### src/rtl/video_composite_timing.sv
// Composite video timing sequencer: line/field counters with NTSC equalizing, serrated vsync,
// burst gate, active window and pixel coordinates. Every output is registered from counter state.
module video_composite_timing #(
   parameter int H_TOTAL     = 1588,
   parameter int H_SYNC      = 117,
   parameter int H_EQ        = 58,
   parameter int H_BURST_ST  = 133,
   parameter int H_BURST_LEN = 63,
   parameter int H_ACT_ST    = 242,
   parameter int H_ACT_LEN   = 1280,
   parameter int V_ACT_ST    = 21,
   parameter int V_ACT_LEN   = 240
) (
   input  logic        clk,
   input  logic        rst,
   input  logic        enable,
   input  logic        interlace,
   output logic        sync_n_in,
   output logic        color_burst,
   output logic        active,
   output logic        field,
   output logic [10:0] x,
   output logic [8:0]  y,
   output logic        vblank_pulse
);

   localparam logic [10:0] HLAST   = 11'(H_TOTAL - 1);
   localparam logic [10:0] HHALF   = 11'(H_TOTAL / 2);
   localparam logic [10:0] HSYNC   = 11'(H_SYNC);
   localparam logic [10:0] HEQ     = 11'(H_EQ);
   localparam logic [10:0] HEQ2_ST = 11'(H_TOTAL / 2);
   localparam logic [10:0] HEQ2_END = 11'(H_TOTAL / 2 + H_EQ);
   localparam logic [10:0] HSER1   = 11'(H_TOTAL / 2 - H_SYNC);
   localparam logic [10:0] HSER2   = 11'(H_TOTAL - H_SYNC);
   localparam logic [10:0] HB_ST   = 11'(H_BURST_ST);
   localparam logic [10:0] HB_END  = 11'(H_BURST_ST + H_BURST_LEN);
   localparam logic [10:0] HA_ST   = 11'(H_ACT_ST);
   localparam logic [10:0] HA_END  = 11'(H_ACT_ST + H_ACT_LEN);
   localparam logic [8:0]  VA_ST   = 9'(V_ACT_ST);
   localparam logic [8:0]  VA_END  = 9'(V_ACT_ST + V_ACT_LEN);

   typedef enum logic [2:0] {EQ_PRE, VSYNC, EQ_POST, BLANK, PICTURE} line_t;

   logic [10:0] hcnt;
   logic [8:0]  vcnt;
   logic        field_q;
   line_t       line_state;

   logic [10:0] phase;
   line_t       vi_line;
   logic        sync_low;
   logic        burst_on;
   logic        act_on;
   logic [8:0]  vmax;

   function automatic line_t line_kind(input logic [8:0] v);
      if (v < 9'd3)                      return EQ_PRE;
      else if (v < 9'd6)                 return VSYNC;
      else if (v < 9'd9)                 return EQ_POST;
      else if (v >= VA_ST && v < VA_END) return PICTURE;
      else                               return BLANK;
   endfunction

   // The odd field runs its vertical-interval pulse train half a line late, so the pulse
   // shape is taken from the line that started h2 clocks ago and its phase within it.
   always_comb begin
      phase   = hcnt;
      vi_line = line_state;
      if (field_q) begin
         if (hcnt >= HHALF) begin
            phase = hcnt - HHALF;
         end else begin
            phase   = hcnt + HHALF;
            vi_line = line_kind(vcnt - 9'd1);
         end
      end

      case (vi_line)
         EQ_PRE, EQ_POST: sync_low = (phase < HEQ) || (phase >= HEQ2_ST && phase < HEQ2_END);
         VSYNC:           sync_low = !((phase >= HSER1 && phase < HHALF) || phase >= HSER2);
         default:         sync_low = hcnt < HSYNC;
      endcase

      burst_on = (hcnt >= HB_ST) && (hcnt < HB_END)
               && (line_state == BLANK || line_state == PICTURE)
               && (vi_line == BLANK || vi_line == PICTURE);
      act_on   = (line_state == PICTURE) && (hcnt >= HA_ST) && (hcnt < HA_END);
      vmax     = field_q ? 9'd262 : 9'd261;
   end

   // Counters, line FSM and registered outputs; disabling behaves exactly like reset.
   always_ff @(posedge clk) begin
      if (rst || !enable) begin
         hcnt         <= '0;
         vcnt         <= '0;
         field_q      <= 1'b0;
         line_state   <= EQ_PRE;
         sync_n_in    <= 1'b1;
         color_burst  <= 1'b0;
         active       <= 1'b0;
         field        <= 1'b0;
         x            <= '0;
         y            <= '0;
         vblank_pulse <= 1'b0;
      end else begin
         sync_n_in    <= !sync_low;
         color_burst  <= burst_on;
         active       <= act_on;
         field        <= field_q;
         x            <= act_on ? hcnt - HA_ST : '0;
         y            <= act_on ? vcnt - VA_ST : '0;
         vblank_pulse <= (vcnt == VA_END) && (hcnt == '0);

         if (hcnt == HLAST) begin
            hcnt <= '0;
            if (vcnt == vmax) begin
               vcnt       <= '0;
               field_q    <= interlace ? ~field_q : 1'b0;
               line_state <= EQ_PRE;
            end else begin
               vcnt       <= vcnt + 9'd1;
               line_state <= line_kind(vcnt + 9'd1);
            end
         end else begin
            hcnt <= hcnt + 11'd1;
         end
      end
   end

endmodule
### config.mk
export PLATFORM = sky130hd
export DESIGN_NAME = video_composite_timing
export DESIGN_NICKNAME = d
export VERILOG_FILES = /design/src/rtl/video_composite_timing.sv
export SDC_FILE = /design/constraint.sdc
export NUM_CORES = 1
export LEC_CHECK = 0
export BUFFER_PORTS_ARGS = -buffer_cell sky130_fd_sc_hd__buf_2
export CORE_MARGIN = 1.5
export CORE_UTILIZATION = 64
export CTS_CLUSTER_SIZE = 30
export DETAILED_ROUTE_END_ITERATION = 7
export MAX_ROUTING_LAYER = met4
export PLACE_DENSITY = 0.85
export SYNTH_ARGS = -nofsm -noshare
export SYNTH_HDL_FRONTEND = slang
export SYNTH_SLANG_ARGS = --single-unit
### constraint.sdc
create_clock -name clk -period 8.6 [get_ports clk]
set_input_delay 0.86 -clock clk [delete_from_list [all_inputs] [get_ports clk]]
set_output_delay 0.86 -clock clk [all_outputs]
set_load 0.02 [all_outputs]
# Word-level counts from Yosys, hierarchy flattened
# Cells that the tools add are included.
dict set report totals {
  out_inout_bits 25
  reg_bits 49
  elab_cells 92
  input_bits 4
}
dict set report op_classes {
  n_mux 17
  n_lt_le_gt_ge 22
  bitwise_logic 2
  reduce_logical 24
  n_eq_ne 9
  addsub 7
}
# cell count
set op_table {}
lappend op_table {{$ge 11x10->1 const B} 3}
lappend op_table {{$mux 3} 11}
lappend op_table {{$ge 11x8->1 const B} 2}
lappend op_table {{$lt 11x10->1 const B} 2}
lappend op_table {{$mux 11} 2}
lappend op_table {{$ge 9x5->1 const B} 2}
lappend op_table {{$lt 9x2->1 const B} 2}
lappend op_table {{$lt 9x3->1 const B} 2}
lappend op_table {{$lt 9x4->1 const B} 2}
lappend op_table {{$lt 9x9->1 const B} 2}
lappend op_table {{$add 11x1->11 const B} 1}
lappend op_table {{$add 11x10->11 const B} 1}
lappend op_table {{$eq 11x11->1 const B} 1}
lappend op_table {{$ge 11x11->1 const B} 1}
lappend op_table {{$logic_not 11->1} 1}
lappend op_table {{$lt 11x11->1 const B} 1}
lappend op_table {{$lt 11x6->1 const B} 1}
lappend op_table {{$lt 11x7->1 const B} 1}
lappend op_table {{$lt 11x8->1 const B} 1}
lappend op_table {{$sub 11x10->11 const B} 1}
lappend op_table {{$sub 11x8->11 const B} 1}
lappend op_table {{$logic_and 1x1->1} 10}
lappend op_table {{$add 9x1->9 const B} 1}
lappend op_table {{$eq 3x2->1 const B} 3}
lappend op_table {{other kinds (16)} 26}

# Depth between registers and ports, before layout
# Gate-level depths: netlist of run 1.
dict set report depth {
  ltp_word 13
  ltp_mapped 13
  mapped_depth_nobuf 11
}

# Worst setup path after synthesis of run 1
# Ideal clock, no wire load.
dict set report synth_path {
  kind {register to register}
  start {register hcnt[2]}
  end {register sync_n_in}
  path_stages_with_launch 12
  path_buffers 2
  setup_ps 144
  period_less_slack_ps 2956
  required_ps 8456
  setup_slack_ps 5644
  arrival_time_ps 2813
  cell_sequence {dfxtp_1 -> buf_1 -> inv_1 -> ha_1 -> clkbuf_2 -> a211o_4 -> a31oi_1 -> a41oi_2 -> xor2_2 -> o311a_1 -> o41ai_2 -> a311oi_2}
}
dict set report synth_between {
  elab_chain_cells 9
  elab_cells_between_ends 25
  classes_between {2 x add/sub; 8 x order compare; 2 x eq/ne; 5 x mux; 8 x reduce/logical}
}
# item line
set synth_lines {}
lappend synth_lines {{start, declared} 44} ;# logic [10:0] hcnt;
lappend synth_lines {{start signal, assigned} 125} ;# hcnt <= hcnt + 11'd1;
lappend synth_lines {{$add 11x10->11, or another cell as far along} 73} ;# phase = hcnt + HHALF;
lappend synth_lines {{$mux 11} 70} ;# if (hcnt >= HHALF) begin
lappend synth_lines {{$mux 11} 69} ;# if (field_q) begin
lappend synth_lines {{$ge 11x10->1 / $lt 11x10->1 (equally long branches)} 80} ;# VSYNC: sync_low = !((phase >= HSER1 && phase < HHALF) || phase >= HSER2);
lappend synth_lines {{$logic_and 1x1->1} 80}
lappend synth_lines {{$logic_or 1x1->1} 80}
lappend synth_lines {{$logic_not 1->1} 80}
lappend synth_lines {{$pmux 1 s2 *} 78} ;# case (vi_line)
lappend synth_lines {{$logic_not 1->1 *} 106} ;# sync_n_in <= !sync_low;
lappend synth_lines {{end signal, assigned} 106}
lappend synth_lines {{end, declared} 18} ;# output logic sync_n_in,
# Every way passes the cells marked *; elsewhere a longest branch is shown, timed or not.
# A chain may end at the register's enable or synchronous reset.

# Worst setup path in the final report of run 1
dict set report layout_path {
  start {register vcnt[0]}
  end {register color_burst}
}
dict set report layout_between {
  elab_chain_cells 12
  elab_cells_between_ends 17
  classes_between {1 x add/sub; 5 x order compare; 2 x eq/ne; 6 x mux; 3 x reduce/logical}
}
# item line
set layout_lines {}
lappend layout_lines {{start, declared} 45} ;# logic [8:0] vcnt;
lappend layout_lines {{start signal, assigned} 121} ;# vcnt <= vcnt + 9'd1;
lappend layout_lines {{$sub 9x1->9 *} 74} ;# vi_line = line_kind(vcnt - 9'd1);
lappend layout_lines {{$ge 9x5->1 / $lt 9x9->1 (equally long branches)} 60} ;# else if (v >= VA_ST && v < VA_END) return PICTURE;
lappend layout_lines {{$logic_and 1x1->1} 60}
lappend layout_lines {{$mux 3} 60}
lappend layout_lines {{$mux 3} 59} ;# else if (v < 9'd9) return EQ_POST;
lappend layout_lines {{$mux 3} 58} ;# else if (v < 9'd6) return VSYNC;
lappend layout_lines {{$mux 3 *} 57} ;# if (v < 9'd3) return EQ_PRE;
lappend layout_lines {{$mux 3 *} 70}
lappend layout_lines {{$mux 3 *} 69}
lappend layout_lines {{$eq 3x2->1 / $eq 3x3->1 (equally long branches)} 86} ;# && (vi_line == BLANK || vi_line == PICTURE);
lappend layout_lines {{$logic_or 1x1->1 *} 86}
lappend layout_lines {{$logic_and 1x1->1 *} 86}
lappend layout_lines {{end signal, assigned} 107} ;# color_burst <= burst_on;
lappend layout_lines {{end, declared} 19} ;# output logic color_burst,
# Marked as above.

==> impl_metrics.csv, run 1 <==
group,metric,value,unit
hold_path,min_path_type,"reg -> reg",
sta,slew_viol_final,0,
cts,cts_buffer_depth,2,
critical_path,critPathKind,"reg -> reg",
cts,worstSkewPairLatency,310,ps
cells_and_area,drive_gt1_frac,0.134,
cts,htree_levels,2,
logic_synthesis,synth_common_cells,"nor2_1, dfxtp_1, nand2_1, o21ai_0, a21oi_1",
critical_path,critPathMaxStageDelay,800,ps
cells_and_area,fin_nets,469,
logic_synthesis,ys_warn_count,0,
floorplanning,design.core.area,5170,um^2
logic_synthesis,yosys.area.top_type_share,0.283,
cts,cts_tree,"built",
detailed_routing,dr.first_iter.drc_count,347,
logic_synthesis,synth_seq_cells,49,
sta,hold_viol_final,0,
logic_synthesis,synthArstFlopShare,0,
detailed_routing,post_drt_via_cell_ratio,6.38,
logic_synthesis,yosysSeqAreaShare,0.283,
critical_path,required,8830,ps
floorplanning,start_util,0.670,
sta,fmax,291,MHz
logic_synthesis,yosys.area.top_type,"dfxtp_1",
sta,setup_viol,0,
pwr,p_per_area,111,nW/um^2
placement,numPortBuffers,28,
global_route,grt_pass1_wl,14500,um
cells_and_area,fin_util,0.712,
cts,clk_pin_slew_worst_paths,90,ps
global_route,gr-total-overflow,0,
global_route,grt_pass1_vias,3066,
logic_synthesis,yosysUniqueCellTypes,78,
floorplanning,rows,26,
critical_path,crit_fanout,23,
detailed_routing,drt_pass1_iterations,5,
cts,ctsResizeCount,0,
critical_path,cpMaxStageDelayCell,"dfxtp_1",
critical_path,critPathMostFrequentCell,"nand3_1",
placement,gp_congestion,1.02,
sta,tightest_slew,783,ps
floorplanning,die_h,76.6,um
detailed_routing,vias,3349,
flow_run,maxCapViolCount,0,
critical_path,endpoint_kind,"flip-flop",
logic_synthesis,syn-num-nets,465,
detailed_routing,ant_nets,0,
floorplanning,pin_count,29,
placement,dp_hpwl,6330,um
sta,period_share,0.400,
pwr,ir_drop,0.0000802,V
cts,cts_made_buffers,5,
logic_synthesis,avgSynthCellArea,7.70,um^2
critical_path,critPathBufInv,1,
cts,post_cts_buffers,0,
global_route,grt.total_usage,0.313,
critical_path,cp_cell_sequence,"inv_1 -> ha_1 -> o21bai_1 -> a2111oi_0 -> a31oi_1 -> a311oi_1 -> o221ai_1 -> nand3_1 -> nand3_1 -> a311o_1 -> a21oi_1",
cells_and_area,area_growth,6.17,%
pwr,leakage,1.33,nW
cts,root_buffer,"clkbuf_8",
logic_synthesis,synth.most_common_cell,"nor2_1",
critical_path,crit_arrival,3670,ps
placement,dp_cells,517,
sta,setup_tns,0,ps
cts,cts_sinks,49,
global_route,grt_antenna_before_repair,0,
detailed_routing,drc,0,
sta,rsz0062_at_grt,"false",
cells_and_area,antenna_cells,0,
detailed_routing,wirelength,8890,um
floorplanning,dieArea,5870,um^2
sta,max-slew-margin-rel,0.477,
floorplanning,die_x,76.6,um
logic_synthesis,synth_area_leaders,"dfxtp_1, nor2_1, xnor2_1, nand2_1, ha_1",
critical_path,crit_family,"compound AO/OA/AOI/OAI gates",
detailed_routing,routedWlPerCell,16.9,um
sta,fin_crit,3440,ps
logic_synthesis,synthCells,450,
logic_synthesis,synth_edf_count,0,
cells_and_area,stdcell_count,525,
logic_synthesis,synth_ff_type,"dfxtp_1",
status,status,"finished, final reports clean",
critical_path,setup.worst_path.start_class,"flip-flop",
logic_synthesis,netlist_area,3470,um^2
sta,skew,10.3,ps
global_route,grt_max_degree,24,
cts,hold_buffers,0,
==> power breakdown <==
part,leakage [nW],internal (mW),switching (mW)
combinational,0.872,0.00358,0.00716
sequential,0.395,0.227,0.00144
clock,0.0603,0.0892,0.0816
==> layer usage <==
layer	vias to the layer above	GRT usage	routed length [um]
met5	-	-	0
met4	0	0.130	299
met3	35	0.0527	606
met2	163	0.535	4420
met1	1548	0.364	3570
li1	1603	-	-
==> registers in the layout, indices dropped and copies added (netlist names) <==
register,flops
active,1
color_burst,1
field,1
field_q,1
hcnt,11
line_state,3
sync_n_in,1
vblank_pulse,1
vcnt,9
x,11
y,9
==> path summary, 6_finish.rpt <==
path                 start            end  slack, ps  cells past startpoint
max                vcnt[0]    color_burst       5160                     11
min          line_state[1]  line_state[1]        520                      2
max reg2reg        vcnt[0]    color_burst       5160                     11
min reg2reg  line_state[1]  line_state[1]        520                      2
==> cell type report <==
cell class                 count  area (um^2)
sequential                    49          981
clock inverter                 3         50.0
clock buffer                   5         68.8
fill                         397         1490
multi-input combinational    351         2280
inverter                      18         67.6
tap                           70         87.6
timing repair buffer          29          148
==> worst reg2reg max path, delay by kind of cell, from the launching register on <==
kind                       cells  cell delay [ps]
DFF                            1              800
buffers and inverters          1              230
adders and majority gates      1              390
AOI/OAI and AO/OA              7             1730
and+or+nand+nor                2              230
==> cell families after synthesis <==
logic type               share of synthesized area
AND/OR/NAND/NOR                              0.285
AO/OA/AOI/OAI                                0.230
buffers and inverters                       0.0599
flip-flops                                   0.283
XOR/XNOR                                    0.0902
adder cells (fa/ha/maj)                     0.0397
multiplexers                                0.0123
==> metrics by stage <==
stage               total power, mW  instance area, um^2  setup WS, ps  hold WS (ps)
finish                        0.410                 3680          5160           516
detailed placement            0.245                 3560          5250           505
global route                  0.423                 3680          4910           564
floorplan                     0.241                 3470          5640           469
global placement              0.244                 3560          5390           495
CTS                           0.413                 3680          5210           515
==> layout by cell type (no fill, tap or decap), drive strengths merged, types with 7 or more instances in the layout <==
cell / Yosys / final
a21oi: 22 / 22
xor2: 16 / 16
nand2: 40 / 40
ha: 11 / 11
o21ai: 29 / 29
nand4: 7 / 7
nor2: 58 / 58
nand3: 20 / 20
xnor2: 18 / 18
inv: 17 / 18
buf: 13 / 29
nor3: 14 / 14
nor2b: 8 / 8
nand2b: 8 / 8
a31oi: 11 / 11
dfxtp: 49 / 49
No activity file was read; power rests on OpenSTA's default activity.
==> inputs of run 2 (changes only) <==
- CORE_UTILIZATION: 64 -> 60
- PLACE_DENSITY: 0.85 -> 0.8
- clock period: 8.6 -> 3.6 ns (I/O delays scaled with it)
==> impl_metrics.csv, run 2 (same netlist as run 1, synthesis figures left out) <==
group,metric,value,unit
critical_path,r2r-start,"vcnt[1]",
floorplanning,rows,27,
cts,clk_pin_slew_worst_paths,100,ps
cts,hold_buffers,0,
cts,cts_sinks,49,
critical_path,crit_arrival,3380,ps
global_route,gr-total-overflow,0,
sta,rsz0062_at_grt,"false",
critical_path,setup.worst_path.start_class,"flip-flop",
pwr,p_per_area,246,nW/um^2
hold_path,min_path_type,"in -> reg",
global_route,grt_pass1_vias,3135,
cells_and_area,reg_top3,"hcnt (11), x (11)",
sta,setup_tns,0,ps
floorplanning,pin_count,29,
placement,dp_hpwl,6660,um
cts,htree_levels,2,
sta,fin_crit,3150,ps
floorplanning,dieArea,6240,um^2
detailed_routing,post_drt_via_cell_ratio,6.21,
sta,slew_viol_final,0,
cells_and_area,final_cell_area,3740,um^2
sta,tightest_slew,769,ps
pwr,ir_drop,0.000195,V
critical_path,crit_fanout,13,
detailed_routing,vias,3340,
sta,period_share,0.875,
sta,max-slew-margin-rel,0.486,
critical_path,critPathMaxStageDelay,610,ps
cts,cts_tree,"built",
sta,fmax,318,MHz
cells_and_area,drive_gt1_frac,0.155,
cts,root_buffer,"clkbuf_8",
pwr,power.total,0.923,mW
placement,gp_congestion,0.993,
cells_and_area,fin_nets,480,
cts,post_cts_buffers,0,
global_route,grt_pass1_wl,14800,um
global_route,grt_max_degree,23,
placement,numPortBuffers,28,
flow_run,maxCapViolCount,0,
cts,worstSkewPairLatency,310,ps
floorplanning,design.core.area,5540,um^2
cells_and_area,final_cell_mix,"nor2_1, dfxtp_1, nand2_1",
floorplanning,die_h,79.0,um
global_route,grt_antenna_before_repair,0,
cells_and_area,antenna_cells,0,
critical_path,cpMaxStageDelayCell,"dfxtp_1",
critical_path,critPathKind,"reg -> reg",
detailed_routing,drt_pass1_iterations,5,
floorplanning,die_x,79.0,um
cells_and_area,area_growth,8.01,%
cells_and_area,layout_commonest_cell,"nor2_1",
pwr,leakage,1.38,nW
status,status,"finished, final reports clean",
cells_and_area,nFillCells,483,
cts,ctsResizeCount,0,
hold_path,min_from,"enable",
sta,hold_viol_final,0,
cells_and_area,stdcell_count,538,
sta,setup_viol,0,
critical_path,cp_cell_sequence,"clkinv_1 -> ha_1 -> o21bai_1 -> a2111oi_0 -> a31oi_1 -> nand2b_1 -> a21o_1 -> a211o_1 -> a31oi_1 -> nor2_1 -> a311oi_2",
floorplanning,start_util,0.626,
critical_path,critPathMostFrequentCell,"a31oi_1",
placement,dp_cells,530,
detailed_routing,ant_nets,0,
placement,dpl_cell_area,3650,um^2
detailed_routing,wirelength,9030,um
detailed_routing,routedWlPerCell,16.8,um
sta,skew,13.9,ps
detailed_routing,dr.first_iter.drc_count,353,
cts,cts_buffer_depth,2,
critical_path,startpoint,"vcnt[1]",
cts,cts_made_buffers,5,
detailed_routing,drc,0,
critical_path,required,3830,ps
critical_path,endpoint_kind,"flip-flop",
global_route,grt.total_usage,0.304,
-- run 2: cell types whose count changed in the layout (fill, tap and decap cells not counted), sizes merged --
cell,previous run,this run
inv,18,19
buf,29,40
bufinv,1,0
-- run 2: worst paths after layout --
kind | to | slack [ps] | cells past startpoint
min reg2reg | line_state[0] | 540 | 2
max reg2reg | sync_n_in | 450 | 11
max | sync_n_in | 450 | 11
min | field | 430 | 3
-- run 2: area by class of cell --
type,count,area (um^2),area share
Multi-Input combinational cell,351,2280,0.608
Sequential cell,49,981,0.262
Timing Repair Buffer,40,230,0.0615
Tap cell,72,90.1,0.0241
Clock buffer,5,68.8,0.0184
Inverter,18,67.6,0.0180
Clock inverter,3,28.8,0.00768
-- run 2: per-layer routing --
layer,global-route usage,vias up,share of wire
met5,-,-,0
met4,0.130,0,0.029
met3,0.0425,28,0.050
met2,0.523,132,0.50
met1,0.354,1564,0.42
li1,-,1616,-
-- run 2: metrics by stage --
| step | setup slack [ps] | hold slack, ps | util |
|---|---|---|---|
| 6_report | 451 | 434 | 0.676 |
| 5_1_grt | 147 | 479 | 0.676 |
| 4_1_cts | 492 | 434 | 0.676 |
| 3_5_place_dp | 530 | 523 | 0.658 |
| 3_3_place_gp | 629 | 499 | 0.658 |
| 2_1_floorplan | 644 | 469 | - |
-- run 2: power breakdown --
group	internal, mW	switching, mW
Clock	0.146	0.204
Sequential	0.543	0.00326
Combinational	0.00868	0.0174
Total	0.698	0.225
-- run 2: worst max-delay path: cells and delay by family (launching register included) --
family | cells | cell delay (ps)
AND/OR/NAND/NOR | 2 | 310
flip-flops | 1 | 610
adder cells (fa/ha/maj) | 1 | 340
AO/OA/AOI/OAI | 7 | 1650
buffers and inverters | 1 | 170
==> inputs of run 3 (changes only) <==
- PLACE_DENSITY: 0.8 -> 0.89
==> impl_metrics.csv, run 3 (same netlist as run 1, synthesis figures left out) <==
group,metric,value,unit
floorplanning,pin_count,29,
cells_and_area,reg_top3,"hcnt (11), x (11)",
status,status,"finished, final reports clean",
global_route,grt_pass1_vias,2901,
cts,htree_levels,2,
sta,setup_viol,0,
cts,cts_tree,"built",
critical_path,critPathMaxStageDelay,600,ps
cells_and_area,final_cell_mix,"nor2_1, dfxtp_1, nand2_1",
sta,fmax,312,MHz
cells_and_area,final_cell_area,3710,um^2
cells_and_area,area_growth,6.89,%
cts,worstSkewPairLatency,300,ps
floorplanning,start_util,0.626,
detailed_routing,top_layer,"met4",
global_route,grt_pass1_wl,14200,um
critical_path,endpoint_kind,"flip-flop",
detailed_routing,drt-met1-wl,4080,um
placement,dpl_cell_area,3620,um^2
sta,tightest_slew,761,ps
critical_path,cp-endpoint,"sync_n_in",
cts,clk_pin_slew_worst_paths,90,ps
sta,slew_viol_final,0,
critical_path,ff2ff_path_depth,11,
floorplanning,design.core.area,5540,um^2
placement,gp_congestion,0.946,
detailed_routing,dr_wl_met2,3830,um
cells_and_area,antenna_cells,0,
global_route,gr-total-overflow,0,
pwr,ir_drop,0.000160,V
detailed_routing,post_drt_via_cell_ratio,6.27,
placement,dp_cells,527,
cells_and_area,fin_nets,477,
critical_path,r2r_end,"sync_n_in",
critical_path,cp_cell_sequence,"clkinv_1 -> ha_1 -> o21bai_1 -> a2111oi_0 -> a31oi_1 -> nand2b_1 -> o31ai_1 -> nand2_1 -> a21oi_1 -> and4_4 -> a311oi_2",
pwr,leakage,1.35,nW
cells_and_area,layout_commonest_cell,"nor2_1",
floorplanning,die_x,79.0,um
critical_path,cpMaxStageDelayCell,"dfxtp_1",
cells_and_area,fin_util,0.669,
critical_path,crit_cells,11,
critical_path,rrSetupSlack,390,ps
critical_path,required,3760,ps
global_route,grt.total_usage,0.295,
critical_path,crit_arrival,3370,ps
global_route,grt_antenna_before_repair,0,
critical_path,crit_fanout,13,
global_route,grt_max_degree,23,
pwr,p_per_area,240,nW/um^2
cts,cts_made_buffers,5,
cts,root_buffer,"clkbuf_8",
floorplanning,rows,27,
sta,rsz0062_at_grt,"false",
detailed_routing,drt_pass1_iterations,5,
critical_path,setup.worst_path.start_class,"flip-flop",
floorplanning,dieArea,6240,um^2
critical_path,startpoint,"vcnt[1]",
critical_path,r2r-start,"vcnt[1]",
placement,dp_hpwl,6270,um
cts,cts_buffer_depth,2,
flow_run,maxCapViolCount,0,
detailed_routing,dr.first_iter.drc_count,395,
critical_path,critPathBufInv,1,
detailed_routing,routedWlPerCell,16.3,um
sta,setup_tns,0,ps
sta,fin_crit,3210,ps
cells_and_area,stdcell_count,534,
sta,max-slew-margin-rel,0.492,
critical_path,crit_family,"compound AO/OA/AOI/OAI gates",
cells_and_area,drive_gt1_frac,0.145,
detailed_routing,wl_met3,647,um
detailed_routing,drc,0,
floorplanning,die_h,79.0,um
cts,post_cts_buffers,0,
detailed_routing,ant_nets,0,
detailed_routing,wirelength,8680,um
sta,period_share,0.892,
critical_path,critPathKind,"reg -> reg",
detailed_routing,vias,3347,
cts,cts_sinks,49,
cts,hold_buffers,0,
hold_path,min_path_type,"in -> reg",
sta,hold_viol_final,0,
placement,numPortBuffers,28,
sta,skew,9.28,ps
cts,ctsResizeCount,0,
-- run 3: through the flow --
stage	total power, mW	setup WS (ps)	hold slack (ps)
2_1_floorplan	0.576	644	469
3_3_place_gp	0.584	621	526
3_5_place_dp	0.584	492	536
4_1_cts	0.894	470	410
5_1_grt	0.925	134	435
6_report	0.891	390	415
-- run 3: worst min path at each step --
stage,from,end,cells past startpoint
floorplan,line_state[1],line_state[1],2
global placement,line_state[1],line_state[1],2
detailed placement,line_state[0],line_state[0],2
CTS,enable,field,3
global route,enable,field,3
finish,enable,field,3
-- run 3: final cells by class --
cell class / count / area [um^2]
inverter: 18 / 67.6
sequential: 49 / 981
clock inverter: 1 / 8.76
multi-input combinational: 351 / 2280
tap: 72 / 90.1
clock buffer: 6 / 72.6
fill: 497 / 1830
timing repair buffer: 37 / 208
-- run 3: metal layers --
| metal | vias to the layer above | GRT usage |
|---|---|---|
| li1 | 1614 | - |
| met1 | 1550 | 0.425 |
| met2 | 172 | 0.438 |
| met3 | 11 | 0.0368 |
| met4 | 0 | 0.0772 |
| met5 | - | - |
-- run 3: worst reg2reg max path, cell delays in order, from the launching register on --
cell and delay [ps]:
dfxtp_1 600, clkinv_1 180, ha_1 350, o21bai_1 210
a2111oi_0 430, a31oi_1 100, nand2b_1 220, o31ai_1 440
nand2_1 110, a21oi_1 140, and4_4 230, a311oi_2 40
-- run 3: where the power goes --
group	internal (mW)	switching (mW)
clock network	0.135	0.184
registers	0.543	0.00315
logic	0.00884	0.0171
total	0.687	0.204
